<file path="src/rtl/sa_output_deskew.sv">
// Deskews the staggered bottom-row partial sums of a systolic array and queues aligned rows in a small FIFO.
// Optional build macro SA_OUT_RELU_EN clamps negative column words to zero as rows enter the FIFO.
module sa_output_deskew #(
  parameter int ARR_WIDTH  = 8,
  parameter int WORD_WIDTH = 8,
  parameter int DEPTH      = 4
) (
  input  logic                                clk,
  input  logic                                reset,
  input  logic [WORD_WIDTH*4*ARR_WIDTH-1:0]   ps_in_vec,
  input  logic [ARR_WIDTH-1:0]                ps_valid_vec,
  input  logic                                clear,
  output logic [WORD_WIDTH*4*ARR_WIDTH-1:0]   row_out_vec,
  output logic                                row_valid,
  input  logic                                row_ready,
  output logic [$clog2(DEPTH):0]              fifo_count,
  output logic                                overflow,
  output logic                                align_err
);

  localparam int PSW  = WORD_WIDTH * 4;
  localparam int ROWW = PSW * ARR_WIDTH;
  localparam int AW   = $clog2(DEPTH);
  localparam int CW   = AW + 1;

  logic [ROWW-1:0]      aligned_data;
  logic [ARR_WIDTH-1:0] aligned_valid;

  // Column c waits ARR_WIDTH-1-c cycles so every word of a row meets the last column.
  genvar c;
  for (c = 0; c < ARR_WIDTH; c++) begin : g_col
    localparam int D = ARR_WIDTH - 1 - c;
    if (D == 0) begin : g_pass
      assign aligned_data[c*PSW +: PSW] = ps_in_vec[c*PSW +: PSW];
      assign aligned_valid[c]           = ps_valid_vec[c];
    end else begin : g_dly
      logic [PSW-1:0] d_q [D];
      logic [D-1:0]   v_q;

      always_ff @(posedge clk) begin
        if (reset) begin
          v_q <= '0;
        end else begin
          v_q[0] <= ps_valid_vec[c];
          for (int s = 1; s < D; s++) v_q[s] <= v_q[s-1];
        end
      end

      always_ff @(posedge clk) begin
        d_q[0] <= ps_in_vec[c*PSW +: PSW];
        for (int s = 1; s < D; s++) d_q[s] <= d_q[s-1];
      end

      assign aligned_data[c*PSW +: PSW] = d_q[D-1];
      assign aligned_valid[c]           = v_q[D-1];
    end
  end

  logic [ROWW-1:0]      cap_data;
  logic [ARR_WIDTH-1:0] cap_valid;

  always_ff @(posedge clk) begin
    if (reset) cap_valid <= '0;
    else       cap_valid <= aligned_valid;
  end

  always_ff @(posedge clk) begin
    cap_data <= aligned_data;
  end

  function automatic logic [ROWW-1:0] relu_row(input logic [ROWW-1:0] r);
    logic [ROWW-1:0] o;
    o = r;
`ifdef SA_OUT_RELU_EN
    for (int k = 0; k < ARR_WIDTH; k++)
      if (r[k*PSW + PSW - 1]) o[k*PSW +: PSW] = '0;
`endif
    return o;
  endfunction

  logic [ROWW-1:0] mem [DEPTH];
  logic [AW-1:0]   wr_ptr, rd_ptr;
  logic [CW-1:0]   count;
  logic            full, pop, push_req, push, drop, mixed;

  assign full      = (count == CW'(DEPTH));
  assign row_valid = (count != '0);
  assign pop       = row_valid & row_ready;
  assign push_req  = &cap_valid;
  // A full FIFO still accepts a row when the head leaves on the same edge.
  assign push      = push_req & (~full | pop);
  assign drop      = push_req & full & ~pop;
  assign mixed     = (|cap_valid) & ~push_req;

  always_ff @(posedge clk) begin
    if (reset) begin
      wr_ptr    <= '0;
      rd_ptr    <= '0;
      count     <= '0;
      overflow  <= 1'b0;
      align_err <= 1'b0;
    end else begin
      if (push) wr_ptr <= wr_ptr + AW'(1);
      if (pop)  rd_ptr <= rd_ptr + AW'(1);
      count <= count + CW'(push) - CW'(pop);
      if (drop)       overflow <= 1'b1;
      else if (clear) overflow <= 1'b0;
      if (mixed)      align_err <= 1'b1;
      else if (clear) align_err <= 1'b0;
    end
  end

  always_ff @(posedge clk) begin
    if (push) mem[wr_ptr] <= relu_row(cap_data);
  end

  assign row_out_vec = mem[rd_ptr];
  assign fifo_count  = count;

endmodule

</file>
<file path="config.mk">
export PLATFORM = sky130hd
export DESIGN_NAME = sa_output_deskew
export DESIGN_NICKNAME = d
export VERILOG_FILES = /design/src/rtl/sa_output_deskew.sv
export SDC_FILE = /design/constraint.sdc
export NUM_CORES = 1
export LEC_CHECK = 0
export ABC_AREA = 1
export BUFFER_PORTS_ARGS = -buffer_cell sky130_fd_sc_hd__buf_2
export CORE_ASPECT_RATIO = 0.8
export CORE_MARGIN = 1
export CORE_UTILIZATION = 46
export DETAILED_ROUTE_END_ITERATION = 6
export GPL_TIMING_DRIVEN = 0
export SYNTH_ARGS = -nofsm -noshare
export SYNTH_HDL_FRONTEND = slang
export SYNTH_SLANG_ARGS = --single-unit
</file>
<file path="constraint.sdc">
create_clock -name clk -period 16.8 [get_ports clk]
set_input_delay 0.84 -clock clk [delete_from_list [all_inputs] [get_ports clk]]
set_output_delay 0.84 -clock clk [all_outputs]
set_load 0.02 [all_outputs]
</file>
==> results of run 1 <==
## synthesized netlist by cell type
master	instances
clkbuf_1	83
o22ai_2	100
buf_8	11
nand2_1	18
o22ai_1	156
o21ai_1	8
nor2_1	470
fa_1	1
edfxtp_1	1024
xor2_1	3
dfxtp_1	1199
buf_6	16
o21ai_0	506
inv_4	1
buf_4	17
inv_1	54
ha_1	6
buf_2	47
a21oi_1	3
nor2_2	100
nand3_1	2
## state kept, by name (all words and copies together), names as in the netlist, named ones only
name and count:
cap_valid 8, g_col.g_dly.v_q 28, cap_data 256, g_col.g_dly.d_q 896, overflow 1, wr_ptr 2, rd_ptr 2, mem 1024
fifo_count 3, align_err 1
## power groups by stage
stage | clock [mW] | combinational [mW] | sequential (mW)
after floorplan | 0 | 1.00 | 5.97
after global placement | 0 | 1.73 | 5.98
after detailed placement | 0 | 1.74 | 5.99
after CTS | 4.65 | 1.75 | 5.87
after global routing | 4.88 | 1.83 | 5.88
final | 4.54 | 1.71 | 5.87
## kinds of logic after synthesis
group / count (synthesis)
buffers and inverters: 229
XOR/XNOR: 3
AO/OA/AOI/OAI: 773
adder cells (fa/ha/maj): 7
AND/OR/NAND/NOR: 590
flip-flops: 2223
## stage by stage
step                      hold slack [ps]  setup TNS (ps)  area, um^2  total power, mW
after floorplan                       310               0       63400             6.97
after global placement                310        -6412430       68300             7.72
after detailed placement              312               0       69300             7.73
after CTS                            41.3               0       76100             12.3
after global routing                 63.8               0       76100             12.6
final                                 111               0       76100             12.1
## layer usage
metal,vias to the layer above,GRT usage
met4,4,0.0794
met1,15500,0.236
met2,878,0.315
li1,15200,-
met5,-,0
met3,272,0.0371
## final timing paths
check | cells past startpoint | to | from | slack (ps)
setup / recovery | 5 | row_out_vec[183] | flip-flop | 12780
hold / removal | 1 | g_col[3].g_dly.d_q[0][26]$_DFF_P_ | ps_in_vec[122] | 110
setup reg to reg | 9 | mem[2][101]$_DFFE_PP_ | cap_valid[4]$_SDFF_PP0_ | 13320
hold reg to reg | 0 | g_col[3].g_dly.d_q[3][16]$_DFF_P_ | g_col[3].g_dly.d_q[2][16]$_DFF_P_ | 310
## layout make-up
class	instances	area (um^2)	area share
Multi-Input combinational cell	1373	7430	0.0977
Inverter	55	209	0.00275
Buffer	174	1020	0.0134
Timing Repair Buffer	573	3600	0.0472
Clock buffer	295	5960	0.0783
Tap cell	1845	2310	0.0303
Sequential cell	2223	54800	0.719
Antenna cell	11	27.5	0.000362
Clock inverter	78	815	0.0107
## layout by cell type (no fill, tap or decap), types with 2 or more instances in the layout
cell / n
o21ai_1: 8
nor2_4: 4
o21ai_0: 506
clkinv_1: 7
clkbuf_16: 212
buf_2: 575
nor2_1: 466
ha_1: 6
nand3_1: 2
o22ai_2: 100
buf_12: 38
nand2_1: 18
bufinv_16: 8
buf_4: 17
a21oi_1: 3
inv_1: 54
dfxtp_1: 1199
inv_6: 5
clkbuf_8: 34
clkinv_4: 7
clkinv_8: 3
buf_6: 16
inv_16: 2
o22ai_1: 156
inv_4: 6
buf_8: 11
edfxtp_1: 1024
xor2_1: 3
clkinv_2: 30
buf_16: 7
diode_2: 11
nor2_2: 100
clkinv_16: 4
clkinvlp_4: 7
clkbuf_1: 131
## worst max-delay path, stage by stage, from the launching register on
cell      delay (ps)
dfxtp_1          500
buf_2            540
clkbuf_1         510
o21ai_0          180
o22ai_1          380
buf_2            250
==> summary.txt, run 1 <==
Power and ir drop
  – Maximum VDD drop: 127 uV
  – Switching share of power: 0.265
  – Switching pwr: 3.21 mW
  – Leakage: 28.3 nW
  – Clock share of power: 0.375
  – Power per Cell Area: 159 nW/um^2
  – Power share of the sequential group: 0.484
  – Combinational Power Share: 0.141
  – Cell-internal power: 8.90 mW

Floorplan
  – Std cell rows: 121
  – Die area: 139000 um^2
  – Core area: 136000 um^2
  – Initial core utilization: 0.465
  – Die height: 334 um
  – Ports: 530
  – Chip Width: 417 um

Finish
  – Layout cells sized above 1: 0.249
  – Layout net count: 4871
  – P&R area growth vs syn: 20.1%
  – Utilization after layout: 0.558
  – Non-Filler Instances: 6627
  – Fill count: 10800

STA
  – Final Max Tran Viols: 0
  – Relative slew margins: 0.441
  – FMAX: 248 MHz
  – Final Hold Fails: 0
  – Ratio of final minimum period to clock period: 0.240
  – Worst Skew: 25.2 ps
  – RSZ-0062 raised after global routing: no
  – Period minus WS final: 4020 ps
  – Final setup viols: 0
  – Worst slew pin tran: 837 ps
  – Final WS setup: 12780 ps

Clocking
  – CTS resizes: 0
  – Root Driver: clkbuf_16
  – H-tree depth: 4
  – # hold bufs at CTS: 0
  – Post-CTS setup buffers: 0
  – Cts bufs inserted: 196
  – Reg clk slew, reported paths: 70 ps
  – CTS tree: done
  – CTS Sinks: 2223
  – Clock Latency Late Sink: 820 ps
  – Clock buffer depth: 3

Synthesis
  – Main area contributors after synthesis: edfxtp_1 (49%), dfxtp_1 (38%), o21ai_0 (4.0%), nor2_1 (2.8%), o22ai_2 (2.0%)
  – Seq/Total Area, Yosys: 0.864
  – Largest family of logic cells by synthesized area: compound AO/OA/AOI/OAI gates
  – Mean Syn Cell Area: 16.6 um^2
  – Yosys warning count: 0
  – Syn_nets: 4100
  – Yosys top cell by area: edfxtp_1
  – Top-area cell type share of the netlist area: 0.485
  – Yosys reg bits: 2223
  – Mapped cell area: 63400 um^2
  – Post-synthesis cell count: 3825
  – Synth Area in Simple Gates: 0.0389
  – Synth Area in XOR/XNOR: 0.000415
  – Post-synthesis mux area share: 0
  – Synth Area in Compound Gates: 0.0760
  – Distinct cells, synth: 21
  – Adder-Cell Fraction of Synth Area: 0.00150

Drt
  – Remaining antenna violation count: 0
  – Total number of vias: 31800
  – Top Layer Used: met5
  – Drt first pass iters: 5
  – Wire length on met2: 65.9 mm
  – Wire per inst: 19.9 um
  – Vias per cell: 4.81
  – Metal-1 WL: 54.6 mm
  – Post-Route WL: 132 mm
  – Routed wl met3: 6.60 mm
  – DRC errors left: 0
  – Initial drt markers: 2226

Setup path
  – Setup crit end kind: primary output
  – Crit Path Category: flip-flop to primary output
  – Arrival @ worst endpoint: 3180 ps
  – Worst endpoint required time: 15960 ps
  – Worst Setup Start Kind: flip-flop
  – CP Max Fanout: 10

Global route
  – Largest net degree at the start of global routing: 29
  – Grt total ovfl: 0
  – Global-route wire length before repair: 191 mm
  – Vias in the first global route: 30500
  – Gr usage total: 0.187
  – Initial antenna violation count: 35

Status
  – Outcome: complete, no violations

Place
  – # port buffers: 528
  – GP Congestion: 0.777
  – Placed Cells: 6243
  – Dpl ws: 12860 ps
  – Detailed placer's ending HPWL: 84.2 mm

Flow run
  – MaxCap Viol Count: 0

Min path
  – Tightest Hold Check Type: input pin to flip-flop
(Power assumes the default switching activity.)
==> inputs of run 2 (changes only) <==
- clock period: 16.8 -> 3.9 ns (I/O delays scaled with it)
==> run 2 against run 1 <==
Wire length grew 3.9%. Critical path type unchanged. Design area up 5.9%. First-iteration DRC count increased by 0.36%. Clock skew rose by 8.7 ps. Cell count rose by 6.9%. Utilization grew 3.3 points. Largest power group unchanged. Die area unchanged.
==> summary.txt, run 2 (synthesis gave the netlist of run 1 again) <==
Finish
  – Largest registers: mem (1024), g_col.g_dly.d_q (896), cap_data (256)
  – Largest register FFs: 1024 (unchanged)
  – Layout cells sized above 1: 0.227 (-0.0221)
  – P&R area growth vs syn: 27.1%
  – Most frequent cells in the layout: dfxtp_1 (1196), edfxtp_1 (1024), buf_2 (575), o21ai_0 (506), dlygate4sd3_1 (470)
  – Fill count: 10300 (-4.2%)
  – Utilization after layout: 0.591 (+0.0327)
  – Layout net count: 5339 (+9.6%)
  – Most common cell after layout, fill and taps aside: dfxtp_1
  – Multi-input logic area: 7460 um^2 (+0.37%)
  – Seq. cell area: 54800 um^2 (about the same)
  – Most flop-heavy register: mem

Drt
  – Initial drt markers: 2234 (+0.36%)
  – Vias per cell: 4.73 (-1.6%)
  – Total number of vias: 33500 (+5.2%)
  – Remaining antenna violation count: 0 (unchanged)
  – Drt first pass iters: 5 (unchanged)
  – Post-Route WL: 137 mm (+3.9%)
  – Wire per inst: 19.3 um (-2.8%)
  – DRC errors left: 0 (unchanged)

Clocking
  – CTS Sinks: 2223 (unchanged)
  – CTS tree: done
  – Root Driver: clkbuf_16
  – Clock Latency Late Sink: 820 ps (about the same)
  – Reg clk slew, reported paths: 60 ps (about the same)
  – Clock buffer depth: 3 (unchanged)
  – Cts bufs inserted: 195 (-0.51%)
  – H-tree depth: 4 (unchanged)
  – CTS resizes: 0 (unchanged)

Floorplan
  – Chip Width: 417 um (unchanged)
  – Die area: 139000 um^2 (unchanged)
  – Core area: 136000 um^2 (unchanged)
  – Initial core utilization: 0.465 (unchanged)
  – Ports: 530 (unchanged)
  – Std cell rows: 121 (unchanged)
  – Die height: 334 um (unchanged)

STA
  – Worst Skew: 33.9 ps (+8.72 ps)
  – Final Hold Fails: 0 (unchanged)
  – Worst slew pin tran: 905 ps (+67.9 ps)
  – FMAX: 288 MHz
  – Final setup viols: 0 (unchanged)
  – RSZ-0062 raised after global routing: no
  – Setup TNS Final: 0 ps (unchanged)
  – Ratio of final minimum period to clock period: 0.891
  – Period minus WS final: 3470 ps
  – Final Max Tran Viols: 0 (unchanged)
  – Worst hold slack: 54.6 ps (-56.3 ps)
  – Relative slew margins: 0.395 (-0.0454)

Setup path
  – Worst Setup Start Kind: flip-flop
  – Worst endpoint required time: 3700 ps (-12260 ps)
  – Crit Path Category: flip-flop to primary output
  – Arrival @ worst endpoint: 3280 ps (+100 ps)
  – CP Max Fanout: 10 (unchanged)
  – Setup crit end kind: primary output

Power and ir drop
  – Power per Cell Area: 647 nW/um^2 (+310%)
  – Leakage: 30.1 nW (+6.7%)
  – Maximum VDD drop: 478 uV (+280%)

Global route
  – Global-route wire length before repair: 201 mm (+5.2%)
  – Grt total ovfl: 0 (unchanged)
  – Largest net degree at the start of global routing: 27 (-6.9%)
  – Initial antenna violation count: 13 (-63%)
  – Vias in the first global route: 33500 (+9.6%)
  – Gr usage total: 0.195 (+0.00813)

Place
  – Detailed placer's ending HPWL: 83.9 mm (-0.43%)
  – # port buffers: 528 (unchanged)
  – GP Congestion: 0.764 (-1.8%)

Min path
  – Tightest Hold Check Type: input pin to flip-flop

Status
  – Outcome: complete, no violations

Flow run
  – MaxCap Viol Count: 0 (unchanged)
[run 2: cell count changes in the layout (fill, tap and decap cells not counted), sizes merged]
cell,previous run,this run
clkinvlp,7,2
dlygate4sd3,0,470
buf,664,663
diode,11,6
clkinv,51,56
bufinv,8,5
clkbuf,378,372
inv,67,71
[run 2: metal layers]
layer,vias up,global-route usage,part of all wire
met1,16400,0.241,0.41
met2,817,0.336,0.50
met3,244,0.0369,0.048
met4,4,0.0813,0.036
li1,16100,-,-
met5,-,0,0.00016
[run 2: repair_timing]
| item | CTS | global route |
|---|---|---|
| hold endpoints to repair | 303 | 0 |
| hold buffers | 470 | 0 |
| setup buffers | 0 | 0 |
[run 2: where the power goes]
group,internal [mW],total [mW],switching (mW)
sequential,25.0,25.3,0.258
clock,10.8,19.1,8.33
combinational,2.45,7.76,5.31
[run 2: worst max-delay path: stages (launching register included)]
cell and delay, ps:
dfxtp_1 380, inv_1 170, buf_2 480, clkbuf_1 520, o21ai_0 170, o22ai_1 450
buf_2 270
[run 2: final timing paths]
| path | end | slack, ps | cells after the start | start |
|---|---|---|---|---|
| worst min register to register | g_col[5].g_dly.d_q[1][23]$_DFF_P_ | 310 | 0 | g_col[5].g_dly.d_q[0][23]$_DFF_P_ |
| worst min-delay path | g_col[5].g_dly.d_q[0][8]$_DFF_P_ | 50 | 2 | ps_in_vec[168] |
| worst max-delay path | row_out_vec[187] | 430 | 6 | flip-flop |
| worst max register to register | mem[2][78]$_DFFE_PP_ | 1250 | 7 | cap_valid[7]$_SDFF_PP0_ |
[run 2: layout make-up]
cell class,count,share of cell area
sequential,2223,0.680
timing repair buffer,1042,0.103
multi-input combinational,1373,0.0926
clock buffer,289,0.0721
tap,1845,0.0286
buffer,174,0.0127
clock inverter,79,0.00905
inverter,55,0.00259
antenna,6,0.000186
[run 2: through the flow]
step / cells / total power, mW / instance area, um^2 / worst slack, ps
2_1_floorplan: 3825 / 30.0 / 63500 / -1100
3_3_place_gp: 6198 / 33.2 / 68400 / -4730
3_5_place_dp: 6242 / 33.3 / 69300 / 1230
4_1_cts: 7080 / 52.7 / 80600 / 334
5_1_grt: 7084 / 54.1 / 80600 / 211
6_report: 7086 / 52.1 / 80600 / 427
